`config.mk`:
```
export PLATFORM = sky130hd
export DESIGN_NAME = rvfi_commit_serializer
export DESIGN_NICKNAME = d
export VERILOG_FILES = /design/src/rtl/riscv_pkg.sv /design/src/rtl/rvfi_pkg.sv /design/src/rtl/rvfi_commit_serializer_if.sv /design/src/rtl/rvfi_trace_fifo.sv /design/src/rtl/rvfi_commit_serializer.sv
export SDC_FILE = /design/constraint.sdc
export NUM_CORES = 2
export LEC_CHECK = 0
export ABC_CLOCK_PERIOD_IN_PS = 90000
export BUFFER_PORTS_ARGS = -buffer_cell sky130_fd_sc_hd__clkbuf_2
export CORE_UTILIZATION = 60
export DETAILED_ROUTE_END_ITERATION = 12
export MAX_ROUTING_LAYER = met4
export PLACE_DENSITY_LB_ADDON = 0.12
export SLEW_MARGIN = 20
export SYNTH_ARGS = -nofsm -noshare
export SYNTH_HDL_FRONTEND = slang
export SYNTH_SLANG_ARGS = --single-unit
```
`constraint.sdc`:
```
create_clock -name clk_i -period 90 [get_ports clk_i]
set_input_delay 4.5 -clock clk_i [delete_from_list [all_inputs] [get_ports clk_i]]
set_output_delay 4.5 -clock clk_i [all_outputs]
set_load 0.1 [all_outputs]
```
`src/rtl/riscv_pkg.sv`:
```
// riscv_pkg: minimal ISA configuration shared by the trace infrastructure.
// Only the machine width is needed by the commit serializer.
package riscv;

    localparam int unsigned XLEN = 32;

endpackage : riscv

```
`src/rtl/rvfi_pkg.sv`:
```
// rvfi_pkg: RVFI commit record layout and the serializer state encoding.
//   rvfi_instr_t       - one retired (or trapped) instruction as reported
//                        by a commit port
//   serializer_state_e - termination FSM states (RUN, DRAIN, HALT)
package rvfi_pkg;

    localparam int unsigned XLEN  = riscv::XLEN;
    localparam int unsigned MASKW = XLEN / 8;

    typedef struct packed {
        logic             valid;
        logic [63:0]      order;
        logic [31:0]      insn;
        logic             trap;
        logic             halt;
        logic             intr;
        logic [1:0]       mode;
        logic [XLEN-1:0]  cause;
        logic [4:0]       rd_addr;
        logic [XLEN-1:0]  rd_wdata;
        logic [XLEN-1:0]  pc_rdata;
        logic [XLEN-1:0]  pc_wdata;
        logic [XLEN-1:0]  mem_addr;
        logic [MASKW-1:0] mem_rmask;
        logic [MASKW-1:0] mem_wmask;
        logic [XLEN-1:0]  mem_rdata;
        logic [XLEN-1:0]  mem_wdata;
    } rvfi_instr_t;

    typedef enum logic [1:0] {
        RUN   = 2'd0,
        DRAIN = 2'd1,
        HALT  = 2'd2
    } serializer_state_e;

endpackage : rvfi_pkg

```
`src/rtl/rvfi_commit_serializer_if.sv`:
```
// rvfi_commit_serializer_if: valid/ready trace stream carrying one commit
// record plus the commit port it originated from.
//   valid - head record available       (producer -> consumer)
//   ready - consumer takes head         (consumer -> producer)
//   data  - head record                 (producer -> consumer)
//   port  - originating commit port     (producer -> consumer)
// Modports: master = producer side, slave = consumer side.
interface rvfi_commit_serializer_if #(
    parameter int unsigned PORT_W = 1
);
    import rvfi_pkg::*;

    logic              valid;
    logic              ready;
    rvfi_instr_t       data;
    logic [PORT_W-1:0] port;

    modport master (output valid, output data, output port, input ready);
    modport slave  (input valid, input data, input port, output ready);

endinterface : rvfi_commit_serializer_if

```
`src/rtl/rvfi_trace_fifo.sv`:
```
// rvfi_trace_fifo: multi-push, single-pop record buffer.
//   clk_i, rst_ni - clock, asynchronous active-low reset
//   push_mask_i   - per-port push request for this cycle
//   push_data_i   - per-port records
//   push_ok_o     - all requested pushes fit (pushes are all-or-nothing)
//   push_n_o      - number of requesting ports this cycle
//   count_o       - entries currently held
//   out_if        - head stream (master side)
// Pushed records are packed contiguously in ascending port order. The
// accept check credits a pop happening in the same cycle, so a full buffer
// still takes one push while the head is being consumed.
module rvfi_trace_fifo
    import rvfi_pkg::*;
#(
    parameter int unsigned DEPTH  = 8,
    parameter int unsigned PUSH_W = 2,
    parameter int unsigned PORT_W = 1
) (
    input  logic                     clk_i,
    input  logic                     rst_ni,
    input  logic [PUSH_W-1:0]        push_mask_i,
    input  rvfi_instr_t              push_data_i [PUSH_W],
    output logic                     push_ok_o,
    output logic [$clog2(DEPTH):0]   push_n_o,
    output logic [$clog2(DEPTH):0]   count_o,
    rvfi_commit_serializer_if.master out_if
);

    localparam int unsigned PTR_W = $clog2(DEPTH);
    localparam int unsigned CNT_W = PTR_W + 1;

    rvfi_instr_t       mem      [DEPTH];
    logic [PORT_W-1:0] port_mem [DEPTH];

    logic [PTR_W-1:0] rptr;
    logic [PTR_W-1:0] wptr;
    logic [CNT_W-1:0] count;
    logic [CNT_W-1:0] push_n;
    logic [PTR_W-1:0] slot [PUSH_W];
    logic             pop;
    logic             push_ok;

    // Each requesting port lands at wptr + (number of requesting ports below it).
    always_comb begin
        push_n = '0;
        for (int unsigned i = 0; i < PUSH_W; i++) begin
            slot[i] = wptr + push_n[PTR_W-1:0];
            if (push_mask_i[i]) begin
                push_n = push_n + CNT_W'(1);
            end
        end
        pop     = out_if.valid & out_if.ready;
        push_ok = ({1'b0, count} + {1'b0, push_n})
                  <= ((CNT_W+1)'(DEPTH) + (CNT_W+1)'(pop));
    end

    always_ff @(posedge clk_i or negedge rst_ni) begin
        if (!rst_ni) begin
            rptr  <= '0;
            wptr  <= '0;
            count <= '0;
        end else begin
            if (push_ok) begin
                wptr <= wptr + PTR_W'(push_n);
            end
            if (pop) begin
                rptr <= rptr + PTR_W'(1);
            end
            count <= count + (push_ok ? push_n : '0) - CNT_W'(pop);
        end
    end

    always_ff @(posedge clk_i) begin
        for (int unsigned i = 0; i < PUSH_W; i++) begin
            if (push_ok && push_mask_i[i]) begin
                mem[slot[i]]      <= push_data_i[i];
                port_mem[slot[i]] <= PORT_W'(i);
            end
        end
    end

    assign out_if.valid = (count != '0);
    assign out_if.data  = mem[rptr];
    assign out_if.port  = port_mem[rptr];
    assign push_ok_o    = push_ok;
    assign push_n_o     = push_n;
    assign count_o      = count;

endmodule : rvfi_trace_fifo

```
`src/rtl/rvfi_commit_serializer.sv`:
```
// rvfi_commit_serializer: serializes up to NR_COMMIT_PORTS RVFI commit
// records per cycle into a single valid/ready trace stream and detects the
// tohost termination store.
//   clk_i, rst_ni  - clock, asynchronous active-low reset
//   rvfi_i         - commit records, port 0 oldest in program order
//   tohost_addr_i  - tohost address, 0 disables termination detection
//   trace_valid_o / trace_ready_i / trace_o / trace_port_o - head stream
//   overflow_o     - sticky, a cycle's pushes were dropped
//   dropped_cnt_o  - dropped records, saturating
//   halt_o         - termination seen and buffer drained
//   exit_code_o    - store data of the terminating store
module rvfi_commit_serializer
    import rvfi_pkg::*;
#(
    parameter int unsigned NR_COMMIT_PORTS = 2,
    parameter int unsigned FIFO_DEPTH      = 8
) (
    input  logic                                            clk_i,
    input  logic                                            rst_ni,
    input  rvfi_instr_t                                     rvfi_i [NR_COMMIT_PORTS],
    input  logic [riscv::XLEN-1:0]                          tohost_addr_i,
    output logic                                            trace_valid_o,
    input  logic                                            trace_ready_i,
    output rvfi_instr_t                                     trace_o,
    output logic [(NR_COMMIT_PORTS > 1 ? $clog2(NR_COMMIT_PORTS) : 1)-1:0] trace_port_o,
    output logic                                            overflow_o,
    output logic [31:0]                                     dropped_cnt_o,
    output logic                                            halt_o,
    output logic [riscv::XLEN-1:0]                          exit_code_o
);

    localparam int unsigned PORT_W = (NR_COMMIT_PORTS > 1) ? $clog2(NR_COMMIT_PORTS) : 1;
    localparam int unsigned CNT_W  = $clog2(FIFO_DEPTH) + 1;

    rvfi_commit_serializer_if #(.PORT_W(PORT_W)) trace_if ();

    serializer_state_e          state;
    logic [NR_COMMIT_PORTS-1:0] push_mask;
    logic                       push_ok;
    logic [CNT_W-1:0]           push_n;
    logic [CNT_W-1:0]           count;
    logic                       pop;
    logic                       term_hit;
    logic [32:0]                dropped_sum;

    // Once termination is seen, new commits are neither stored nor counted.
    always_comb begin
        push_mask = '0;
        if (state == RUN) begin
            for (int unsigned i = 0; i < NR_COMMIT_PORTS; i++) begin
                push_mask[i] = rvfi_i[i].valid | rvfi_i[i].trap;
            end
        end
    end

    rvfi_trace_fifo #(
        .DEPTH  (FIFO_DEPTH),
        .PUSH_W (NR_COMMIT_PORTS),
        .PORT_W (PORT_W)
    ) u_fifo (
        .clk_i       (clk_i),
        .rst_ni      (rst_ni),
        .push_mask_i (push_mask),
        .push_data_i (rvfi_i),
        .push_ok_o   (push_ok),
        .push_n_o    (push_n),
        .count_o     (count),
        .out_if      (trace_if)
    );

    assign trace_if.ready = trace_ready_i;
    assign trace_valid_o  = trace_if.valid;
    assign trace_o        = trace_if.data;
    assign trace_port_o   = trace_if.port;

    assign pop = trace_if.valid & trace_if.ready;

    // Trap-only records carry valid=0 and therefore never terminate.
    assign term_hit = pop
                    && trace_if.data.valid
                    && (tohost_addr_i != '0)
                    && (trace_if.data.mem_addr == tohost_addr_i)
                    && (trace_if.data.mem_wmask != '0)
                    && trace_if.data.mem_wdata[0];

    assign dropped_sum = {1'b0, dropped_cnt_o} + 33'(push_n);

    always_ff @(posedge clk_i or negedge rst_ni) begin
        if (!rst_ni) begin
            state         <= RUN;
            overflow_o    <= 1'b0;
            dropped_cnt_o <= '0;
            halt_o        <= 1'b0;
            exit_code_o   <= '0;
        end else begin
            if ((push_mask != '0) && !push_ok) begin
                overflow_o    <= 1'b1;
                dropped_cnt_o <= dropped_sum[32] ? '1 : dropped_sum[31:0];
            end
            case (state)
                RUN: begin
                    if (term_hit) begin
                        exit_code_o <= trace_if.data.mem_wdata;
                        state       <= DRAIN;
                    end
                end
                DRAIN: begin
                    // No pushes while draining, so count reaches 0 exactly
                    // when it is 0 already or its last entry pops now.
                    if ((count == '0) || ((count == CNT_W'(1)) && pop)) begin
                        state  <= HALT;
                        halt_o <= 1'b1;
                    end
                end
                HALT: begin
                    halt_o <= 1'b1;
                end
                default: begin
                    state <= RUN;
                end
            endcase
        end
    end

endmodule : rvfi_commit_serializer

```
======== Word-level counts from Yosys, hierarchy flattened ========
Memory sizes are Yosys's and may differ from the RTL's.
Index checks and enable logic that the tools add are counted.
operators by class
  add/subtract/negate cells ............... 9
  multiply operators ...................... 0
  divide/modulo/power cells ............... 0
  $lt $le $gt $ge ......................... 1
  eq/ne operators ......................... 6
  shift-type cells ........................ 0
  mux-type cells .......................... 14
  bitwise gates (word level) .............. 4
  reduce and logical (&&, ||, !) cells .... 21
operators with widths
  cell                                                                    count
  32-bit by 4-bit adder with 33-bit output                                1
  32-bit equality test                                                    1
  32-bit two-way mux                                                      1
  32-bit nonzero test                                                     1
  1-bit logical AND                                                       9
  4-bit two-way mux                                                       2
  4-bit nonzero test                                                      2
  1-bit two-way mux                                                       6
  2-bit two-way mux                                                       3
  2-bit case mux with 3 select lines                                      1
  4-bit by 1-bit adder with 5-bit output (first input constant)           1
  4-bit by 4-bit adder with 5-bit output                                  1
  5-bit less-or-equal comparator                                          1
  4-bit adder                                                             1
  4-bit by 1-bit equality test with 1-bit output (second input constant)  1
  4-bit logical NOT                                                       1
  2-bit != test (second input constant)                                   2
  2-bit AND reduction                                                     2
  2-bit nonzero test                                                      2
  4-bit by 1-bit subtractor with 4-bit output                             1
  3-bit by 1-bit adder with 3-bit output                                  1
  3-bit by 1-bit adder with 3-bit output (second input constant)          1
  3-bit adder                                                             1
  3-bit AND reduction                                                     1
  10 further kinds                                                        11
storage, ports and cells
  flip-flop bits (word level) ............. 78
  latch bits .............................. 0
  RAM bits ................................ 2720
  bits in read-only memories .............. 0
  input bits .............................. 713
  word-level logic and storage cells ...... 65
  memories ................................ 2
memories
  name             words  width  rd ports  clocked after memory_dff  write ports  RTL line               text
  u_fifo.mem       8      339    1         0                         2            rvfi_trace_fifo.sv:32  rvfi_instr_t mem [DEPTH];
  u_fifo.port_mem  8      1      1         0                         2            rvfi_trace_fifo.sv:33  logic [PORT_W-1:0] port_mem [DEPTH];

======== Depth between registers and ports, before layout ========
  word-level depth ........................ 10
  depth in mapped cells ................... 20

======== Cells and area by module ========
A second synthesis with hierarchy kept.
unflattened totals
  cells, all modules ...................... 7401
  area total of the unflattened synthesis .. 138271.4 sq um
by module, submodules not included
  module                  times used  cells an instance  area each (sq um)  sequential area each (sq um)
  rvfi_trace_fifo         1           7076               134636.6           81848.5
  rvfi_commit_serializer  1           325                3634.7             1701.6

======== Worst setup path after synthesis ========
No wires, ideal clock.
  path type ............................... input-to-reg
  start point ............................. input rvfi_i[677] (netlist name)
  end point ............................... memory u_fifo.mem[5][0] (netlist name), enable pin
  setup time .............................. 1.537 ns
  arrival ................................. 31.507 ns
  path slack .............................. 56.956 ns
  cell stages on the path ................. 13
  path buffers ............................ 2
  cells stage by stage .................... or2_2 -> buf_2 -> nand2_1 -> ha_1 -> ha_1 -> ha_1 -> o21ba_2 -> nand2_1 -> mux2_2 -> nand4_1 -> nand2_1 -> clkbuf_1 -> o31ai_1
RTL lines
  element          RTL line                      text
  start, declared  rvfi_commit_serializer.sv:20  input rvfi_instr_t rvfi_i [NR_COMMIT_PORTS],
  end, declared    rvfi_trace_fifo.sv:32

==> reports/qor.csv <==
metric,value,unit
initial antenna violation count,188,
final worst path period need,11.30,ns
synthesized area,139000,µm²
crit path kind,primary input to flip-flop,
area grow syn2layout,12.9,%
leak pwr,53.6,nW
Slew headroom,16.0,%
CTS tree,yes,
Port Buffers,1119,
pre-CTS setup slack,77.81,ns
H-tree depth,5,
outcome,"finished, final reports clean",
number of global-route vias before repair,79200,
"EDFF count, synth",2712,
Routed WL,393000,µm
"most common cell after layout, fill and taps aside",mux2_2,
Comb power frac,42.5,%
first-pass GRT wire length,560000,µm
ys async rst share,2.79,%
Die Area,233000,µm²
CP Launch Type,primary input,
share of layout cells above drive strength 1,61.7,%
CP endpoint kind,flip-flop,
TritonRoute pass-1 iters,7,
clk_skew,0.0347,ns
pin count of the biggest net entering global routing,118,
fin crit share,12.6,%
Avg Inst Size Synth,18.5,µm²
GRT Resource Usage Total,34.3,%
dpl cells,11253,
Die X,482,µm
fin cells,11957,
"Clk Latency, worst-skew pair",0.91,ns
placer congestion estimate,0.943,
post-route ant nets,0,
Crit-path slowest cell,buf_4,
nets@finish,9272,
CP Cell Sequence,"clkbuf_2, or2_2, nand2_1, ha_1, ha_1, ha_1, o21ba_2, nand2_1, mux2_2, nand4_1, nand2_1, or3_4, nand2_4, buf_4, buf_4, buf_4",
Final Util,68.1,%
worst vdd ir,46.7,µV
Post-CTS Hold Fix Bufs,0,
"top cells by area, synth","edfxtp_1 59%, mux2_2 25%, mux4_2 11%",
routed vias/inst,6.61,
buffer count from post-CTS setup fixing,0,
Initial Util,60.3,%
synth warn,0,
total CTS buffers,312,
synth unique cells,60,
Yosys reg bits,2798,
TNS Setup,0,ns
"area leader, netlist",edfxtp_1,
Placement Rows,176,
dpl cell area,147000,µm²
Post-synth top flop,edfxtp_1,
Buf/Inv on CP,4,
core box area,230000,µm²
WP data required,90.55,ns
post-synth top area share,58.8,%
Pwr Total,4.53,mW
sequential area share after synthesis,60.3,%
sw power,1.92,mW
max-slew violations,0,
"Remaining Overflow, GRT",0,
Root Driver,clkbuf_16,
final hold slack,0.465,ns
Max Cap Viol,0,
Starting DRT DRC Count,7708,
Gate Count Post-Synth,7487,
"Design Area, Final",156000,µm²
DP Wirelength,237000,µm
CTS resizes,0,
Clk pwr share,25.7,%
final setup fails,0,
Worst EP arrival,11.85,ns
via count,79041,
worst setup margin,78.70,ns
critical path's largest stage delay,0.97,ns
CP top delay family,buffers and inverters,
cell area power density,29.0,nW/µm²
Final Hold Viols,0,
HP Class,flip-flop to flip-flop,
sw frac,42.4,%
CTS Buffer Depth,4,
Worst-Margin Slew,1.26,ns
"commonest non-fill, non-tap cells in the layout","3071 x mux2_2, 2712 x edfxtp_1, 1118 x clkbuf_2",
critical-path maximum fanout,61,
Max Freq,88.5,MHz
io pins,1120,
"Clk pin slew, worst setup/hold paths",0.06,ns
cell internal pwr,2.61,mW
WL/cell,32.8,µm
die height,482,µm
# DRC,0,
Synthesized Nets,8218,
Seq pwr share,31.8,%
RSZ-0062 raised after global routing,no,
CTS Sinks,2798,
cell families after synthesis:
logic type	share of synthesized area, %
mux	36.2
compound gates	0.444
flops	60.3
xor+xnor	0.266
buf+inv	1.81
fa+ha+maj	0.168
simple gates	0.808
final timing paths:
| kind | startpoint | endpoint | slack (ns) | cells past startpoint |
|---|---|---|---|---|
| setup / recovery | rvfi_i[677] | u_fifo.mem[6][63]$_DFFE_PP_ | 78.70 | 16 |
| hold / removal | u_fifo.port_mem[3]$_DFF_P_ | u_fifo.port_mem[3]$_DFF_P_ | 0.46 | 1 |
| setup reg to reg | state[0]$_DFFE_PN0P_ | u_fifo.mem[6][63]$_DFFE_PP_ | 81.57 | 15 |
| hold reg to reg | u_fifo.port_mem[3]$_DFF_P_ | u_fifo.port_mem[3]$_DFF_P_ | 0.46 | 1 |
| max in group asynchronous | rst_ni | u_fifo.rptr[1]$_DFFE_PN0P_ | 85.81 | 1 |
| min in group asynchronous | rst_ni | dropped_cnt_o[26]$_DFFE_PN0P_ | 3.64 | 1 |
power by group through the flow:
stage	Sequential, mW	Combinational, mW	Clock (mW)
2_1_floorplan	1.46	1.55	0
3_3_place_gp	1.47	1.92	0
3_5_place_dp	1.47	1.93	0
4_1_cts	1.44	1.93	1.18
5_1_grt	1.44	1.98	1.23
6_report	1.44	1.93	1.16
per-layer routing:
layer	wire length (µm)	GRT usage (%)	vias up
met5	0	-	-
met4	15800	14.2	0
met3	36800	8.80	752
met2	189000	52.5	3397
met1	151000	43.7	41766
li1	-	-	33126
sequential cells by signal (all words and copies together), names as in the netlist:
name	count
u_fifo.count_o	4
overflow_o	1
u_fifo.port_mem	8
halt_o	1
u_fifo.rptr	3
exit_code_o	32
u_fifo.mem	2712
u_fifo.wptr	3
dropped_cnt_o	32
state	2
cell usage after synthesis (all sizes together), types with 7 or more instances:
master	number
nor2	22
mux4	663
nand2	50
and3	14
a21oi	21
inv	32
a31oi	10
mux2i	59
nor4	12
dfrtp	78
or4	7
xor2	14
and2	11
a41oi	7
nor3	12
buf	356
o21ai	9
dfxtp	8
mux2	3072
ha	17
o31ai	12
xnor2	28
nand4	23
clkbuf	152
nand3	22
edfxtp	2712
final cells by class:
cell class | instances | area, µm²
inverter | 32 | 120
clock buffer | 399 | 8290
antenna | 184 | 460
fill | 15337 | 73300
timing repair buffer | 1248 | 6840
tap | 3026 | 3790
sequential | 2798 | 83600
multi-input combinational | 4149 | 52600
clock inverter | 121 | 713
Note: power is estimated with default switching activity, not from simulation.
